### config.mk
export PLATFORM = sky130hd
export DESIGN_NAME = time_display_scan
export DESIGN_NICKNAME = d
export VERILOG_FILES = /design/src/rtl/time_display_scan.sv
export SDC_FILE = /design/constraint.sdc
export NUM_CORES = 1
export LEC_CHECK = 0
export CORE_MARGIN = 5
export CORE_UTILIZATION = 40
export CTS_CLUSTER_SIZE = 40
export DETAILED_ROUTE_END_ITERATION = 8
export GPL_TIMING_DRIVEN = 0
export PLACE_DENSITY = 0.66
export SYNTH_ARGS = -nofsm -noshare
export SYNTH_HDL_FRONTEND = slang
export SYNTH_SLANG_ARGS = --single-unit
### constraint.sdc
create_clock -name clk -period 4.25 [get_ports clk]
set_input_delay 0.6375 -clock clk [delete_from_list [all_inputs] [get_ports clk]]
set_output_delay 0.6375 -clock clk [all_outputs]
set_load 0.005 [all_outputs]
### src/rtl/time_display_scan.sv
// Snapshot a calendar clock's fields, convert them to BCD with one shared
// shift-add-3 engine, and scan the six resulting digits onto a 7-segment display.
module time_display_scan #(
   parameter int SCAN_DIV = 4
) (
   input  logic        clk,
   input  logic        res,
   input  logic [5:0]  sec,
   input  logic [5:0]  min,
   input  logic [4:0]  hr,
   input  logic [4:0]  dd,
   input  logic [3:0]  mm,
   input  logic [11:0] yy,
   input  logic        mode,
   input  logic        upd,
   output logic        busy,
   output logic        valid,
   output logic [5:0]  digit_sel,
   output logic [3:0]  bcd,
   output logic [6:0]  seg,
   output logic        dp
);

   localparam logic [1:0]  S_IDLE  = 2'd0;
   localparam logic [1:0]  S_LOAD  = 2'd1;
   localparam logic [1:0]  S_SHIFT = 2'd2;
   localparam logic [1:0]  S_STORE = 2'd3;
   localparam logic [15:0] PRESC_MAX = 16'(SCAN_DIV - 1);

   logic [1:0]  state_q, state_d;
   logic [1:0]  fld_q, fld_d;
   logic [3:0]  bit_q, bit_d;
   logic        valid_q, valid_d;
   logic [23:0] disp_q, disp_d;
   logic [15:0] presc_q, presc_d;
   logic [2:0]  idx_q, idx_d;

   // Conversion datapath: snapshot fields, shift register, per-field results.
   logic [11:0] f0_q, f1_q, f2_q, f0_d, f1_d, f2_d;
   logic [27:0] sh_q, sh_d;
   logic [7:0]  t0_q, t1_q, t2_q, t0_d, t1_d, t2_d;

   logic [11:0] field_cur;
   logic [15:0] adj;
   logic [27:0] shifted;

   // One double-dabble step: add 3 to every BCD digit >= 5, then shift left.
   always_comb begin
      // NOTE: every always_comb output gets a default first so no path leaves it unassigned and infers a latch.
      adj = sh_q[27:12];
      for (int i = 0; i < 4; i++) begin
         if (sh_q[12 + 4*i +: 4] >= 4'd5) adj[4*i +: 4] = sh_q[12 + 4*i +: 4] + 4'd3;
      end
      shifted = {adj, sh_q[11:0]} << 1;
   end

   always_comb begin
      case (fld_q)
         2'd0:    field_cur = f0_q;
         2'd1:    field_cur = f1_q;
         default: field_cur = f2_q;
      endcase
   end

   always_comb begin
      state_d = state_q;
      fld_d   = fld_q;
      bit_d   = bit_q;
      valid_d = valid_q;
      disp_d  = disp_q;
      f0_d    = f0_q;
      f1_d    = f1_q;
      f2_d    = f2_q;
      sh_d    = sh_q;
      t0_d    = t0_q;
      t1_d    = t1_q;
      t2_d    = t2_q;
      case (state_q)
         S_IDLE: begin
            if (upd) begin
               // Field order puts the rightmost display pair first in both modes.
               f0_d    = mode ? yy : {6'b0, sec};
               f1_d    = mode ? {8'b0, mm} : {6'b0, min};
               f2_d    = mode ? {7'b0, dd} : {7'b0, hr};
               fld_d   = 2'd0;
               state_d = S_LOAD;
            end
         end
         S_LOAD: begin
            sh_d    = {16'b0, field_cur};
            bit_d   = 4'd0;
            state_d = S_SHIFT;
         end
         S_SHIFT: begin
            sh_d  = shifted;
            bit_d = bit_q + 4'd1;
            if (bit_q == 4'd11) begin
               case (fld_q)
                  2'd0:    t0_d = shifted[19:12];
                  2'd1:    t1_d = shifted[19:12];
                  default: t2_d = shifted[19:12];
               endcase
               if (fld_q == 2'd2) begin
                  state_d = S_STORE;
               end else begin
                  fld_d   = fld_q + 2'd1;
                  state_d = S_LOAD;
               end
            end
         end
         default: begin
            // Atomic commit, so the scan never mixes old and new frames.
            disp_d  = {t2_q, t1_q, t0_q};
            valid_d = 1'b1;
            state_d = S_IDLE;
         end
      endcase
   end

   always_comb begin
      presc_d = presc_q + 16'd1;
      idx_d   = idx_q;
      if (presc_q == PRESC_MAX) begin
         presc_d = 16'd0;
         idx_d   = (idx_q == 3'd5) ? 3'd0 : idx_q + 3'd1;
      end
   end

   always_ff @(posedge clk) begin
      // NOTE: sequential state uses non-blocking assignments so every register samples pre-edge values.
      if (res) begin
         state_q <= S_IDLE;
         fld_q   <= 2'd0;
         bit_q   <= 4'd0;
         valid_q <= 1'b0;
         disp_q  <= 24'd0;
         presc_q <= 16'd0;
         idx_q   <= 3'd0;
      end else begin
         state_q <= state_d;
         fld_q   <= fld_d;
         bit_q   <= bit_d;
         valid_q <= valid_d;
         disp_q  <= disp_d;
         presc_q <= presc_d;
         idx_q   <= idx_d;
      end
   end

   // NOTE: datapath storage is left unreset; it is always written before it is read.
   always_ff @(posedge clk) begin
      f0_q <= f0_d;
      f1_q <= f1_d;
      f2_q <= f2_d;
      sh_q <= sh_d;
      t0_q <= t0_d;
      t1_q <= t1_d;
      t2_q <= t2_d;
   end

   logic [3:0] digit_cur;

   always_comb begin
      digit_sel = 6'b000001;
      digit_cur = disp_q[3:0];
      case (idx_q)
         3'd1: begin digit_sel = 6'b000010; digit_cur = disp_q[7:4];   end
         3'd2: begin digit_sel = 6'b000100; digit_cur = disp_q[11:8];  end
         3'd3: begin digit_sel = 6'b001000; digit_cur = disp_q[15:12]; end
         3'd4: begin digit_sel = 6'b010000; digit_cur = disp_q[19:16]; end
         3'd5: begin digit_sel = 6'b100000; digit_cur = disp_q[23:20]; end
         default: ;
      endcase
   end

   always_comb begin
      bcd = valid_q ? digit_cur : 4'd0;
      seg = 7'h00;
      if (valid_q) begin
         case (digit_cur)
            4'd0: seg = 7'h3F;
            4'd1: seg = 7'h06;
            4'd2: seg = 7'h5B;
            4'd3: seg = 7'h4F;
            4'd4: seg = 7'h66;
            4'd5: seg = 7'h6D;
            4'd6: seg = 7'h7D;
            4'd7: seg = 7'h07;
            4'd8: seg = 7'h7F;
            4'd9: seg = 7'h6F;
            default: seg = 7'h00;
         endcase
      end
      dp = valid_q && (idx_q == 3'd2 || idx_q == 3'd4);
   end

   assign busy  = (state_q != S_IDLE);
   assign valid = valid_q;

endmodule

==> run_results.csv <==
group,metric,value,unit
yosys,syn_avg_cell_area,11.3,sq um
floorplanning,die_width,126,um
timing,setup_violations,0,
yosys,async_flop_share,0,%
routing,totalWireLength,10400,um
timing,period_needed,3.96,ns
routing,drcViolationCount,0,
setup_path,crit_arrival,3.32,ns
clocking,clockBufferDepth,2,
setup_path,critPathRequiredTime,3.61,ns
yosys,synth_edf_count,67,
place,io_buffers,60,
clocking,cts_setup_buffers,0,
setup_path,crit_path_max_fanout,10,
yosys,synth_top_area_cell,"edfxtp_1",
setup_path,cp_common_cell,"ha_1",
timing,hold_viol,0,
yosys,synth.most_common_cell,"edfxtp_1",
min_path,hp-class,"reg -> reg",
run_status,status,"complete, no violations",
global_routing,grt_pass1_vias,3765,
clocking,cts_tree,"built",
yosys,synth_seq_area_share,57.1,%
timing,fmax,0.253,GHz
yosys,synth_top_area_share,37.7,%
cells_and_area,fin_nets,611,
floorplanning,rows,42,
timing,fin_skew,0.0120,ns
clocking,cts-root-buf,"clkbuf_16",
place,dp.cells,708,
timing,rsz0062_at_grt,"false",
routing,wire_per_inst,14.1,um
floorplanning,initial_core_util,40.5,%
clocking,htree_levels,4,
place,place_area,6160,sq um
routing,firstDrtPassIters,5,
routing,dr_total_vias,3679,
floorplanning,ios,62,
floorplanning,coreArea,13200,sq um
timing,timing.final.ws_setup,0.292,ns
yosys,syn_area,5340,sq um
cells_and_area,num_antenna_cells,0,
timing,fin_crit_sh,93.1,%
clocking,worst_skew_pair.late_latency,0.41,ns
cells_and_area,area_delta_synth_final,26.0,%
yosys,yosys_warnings,0,
routing,via_per_inst,4.97,
timing,whs,0.477,ns
yosys,synthFlopType,"edfxtp_1",
clocking,cts.sinks,119,
routing,drtAntennaViolNets,0,
routing,drtIter0Drc,202,
yosys,synth_fp_nets,532,
yosys,synth_common_cells,"edfxtp_1, nor2_1, dfxtp_1, mux2i_1, nand2_1",
global_routing,grt_util_all_layers,13.8,%
setup_path,cp_num_buf_inv,5,
setup_path,slowest_stage,"clkdlybuf4s50_1",
clocking,clk_pin_slew,0.05,ns
place,hpwl,7480,um
yosys,synthDistinctLibCells,49,
floorplanning,die_h,126,um
timing,slew_violations,0,
yosys,synth.area.top_cells,"edfxtp_1, dfxtp_1, mux2i_1",
cells_and_area,stdcell_area,6730,sq um
setup_path,path_delay_family,"buffers and inverters",
setup_path,path_cells,"buf_4 -> inv_2 -> buf_6 -> nor2_1 -> ha_1 -> a221o_1 -> o21ai_1 -> inv_1 -> ha_1 -> mux2i_1 -> a21o_1 -> clkdlybuf4s50_1",
global_routing,grt_overflow_total,0,
floorplanning,die-area,15800,sq um
setup_path,cpPeakStageDelay,0.50,ns
clocking,numCtsBuffers,17,
pwr,power_leakage,2.48,nW
clocking,cts_resized,0,
timing,slew_headroom,35.7,%
global_routing,grt_pass1_wl,17700,um
timing,finalSetupTns,0,ns
place,routabilityCongestion,0.793,
timing,worst_pin_slew,0.965,ns
setup_path,path_class,"reg -> out",
cells_and_area,layout-drive-gt1-share,9.93,%
setup_path,start_kind,"register",
yosys,synth-seq-cells,119,
flow_run,cap_viol_max_count,0,
clocking,hold_buffers,0,
global_routing,antenna_found_initial,0,
place,dp_slack,0.699,ns
yosys,synthCells,472,
cells_and_area,layoutNonFillerInstCount,740,
global_routing,grt_max_degree,27,
setup_path,crit_path_end_kind,"output port",
pwr,peakVddDrop,282,uV
pwr,power.density,586,nW/um^2
==> worst register-to-register path: cells and delay by family (launching register included) <==
kind,cells,cell delay (ns)
fa+ha+maj,1,0.22
flops,1,0.36
simple gates,4,0.83
buf+inv,2,0.66
==> final timing paths <==
kind | from | endpoint | slack (ns) | depth (start not counted)
max | idx_q[0]$_SDFFE_PP0P_ | seg[3] | 0.29 | 12
min | presc_q[0]$_SDFF_PP0_ | presc_q[0]$_SDFF_PP0_ | 0.48 | 1
max reg2reg | presc_q[0]$_SDFF_PP0_ | presc_q[6]$_SDFF_PP0_ | 2.06 | 7
min reg2reg | presc_q[0]$_SDFF_PP0_ | presc_q[0]$_SDFF_PP0_ | 0.48 | 1
==> area by class of cell <==
type	count	area, sq um
flip-flops and latches	119	3050
fillers	1141	6460
plain buffers	22	108
clock inverters	6	36.3
inverters	20	75.1
well taps	176	220
clock buffers	26	531
repair buffers	60	601
multi-input cells	311	2110
==> flip-flops by register name (all words and copies together), names as in the netlist <==
| register | cells |
|---|---|
| disp_q | 24 |
| valid | 1 |
| presc_q | 16 |
| bit_q | 4 |
| t2_q | 8 |
| f2_q | 5 |
| state_q | 2 |
| f0_q | 12 |
| t0_q | 8 |
| sh_q | 20 |
| idx_q | 3 |
| f1_q | 6 |
| fld_q | 2 |
| t1_q | 8 |
==> cell usage in the layout, fill, tap and decap left out, types with 2 or more instances in the layout <==
cell type and count:
nand2_1 27, mux2i_1 33, clkbuf_16 18, a22oi_1 8
clkbuf_8 5, dfxtp_1 52, nand3_1 10, and3_1 4
clkbuf_1 19, a211oi_1 4, nor2b_1 3, and2b_1 2
mux2_2 16, nor3_1 10, xnor2_1 7, or3_1 2
inv_1 19, a31oi_1 4, o21ai_0 11, clkinv_2 3
buf_6 2, buf_4 2, nand2b_1 5, nor4_1 4
buf_2 2, nand4_1 3, xor2_1 8, o22ai_1 3
inv_4 2, a21o_1 6, clkdlybuf4s50_1 60, and2_1 16
a22o_1 9, a21oi_1 20, nor2_1 62, ha_1 18
edfxtp_1 67
==> logic make-up after synthesis <==
kind of cell,synth area share (%)
xor+xnor,2.46
simple gates,14.3
mux,9.56
flops,57.1
compound gates,8.90
fa+ha+maj,4.22
buf+inv,3.42
==> report_power, final <==
group | total (W) | internal [W] | leakage [nW] | switching [W]
registers | 0.00168 | 0.00158 | 1.05 | 0.000100
clock network | 0.00133 | 0.000856 | 0.286 | 0.000477
logic | 0.000929 | 0.000360 | 1.14 | 0.000569
==> routing by layer <==
metal / vias up / GRT usage [%] / routed length [um]
met2: 92 / 22.6 / 4990
li1: 1841 / - / -
met3: 7 / 4.52 / 485
met5: - / 0 / 0
met1: 1739 / 17.2 / 4830
met4: 0 / 4.72 / 90
==> through the flow <==
| step | util, % | total power [W] |
|---|---|---|
| final | 51.0 | 0.00394 |
| after global routing | 51.0 | 0.00417 |
| after CTS | 51.0 | 0.00398 |
| after detailed placement | 46.7 | 0.00264 |
| after global placement | 46.7 | 0.00259 |
| after floorplan | - | 0.00232 |
Power figures use the tool's default switching activity.
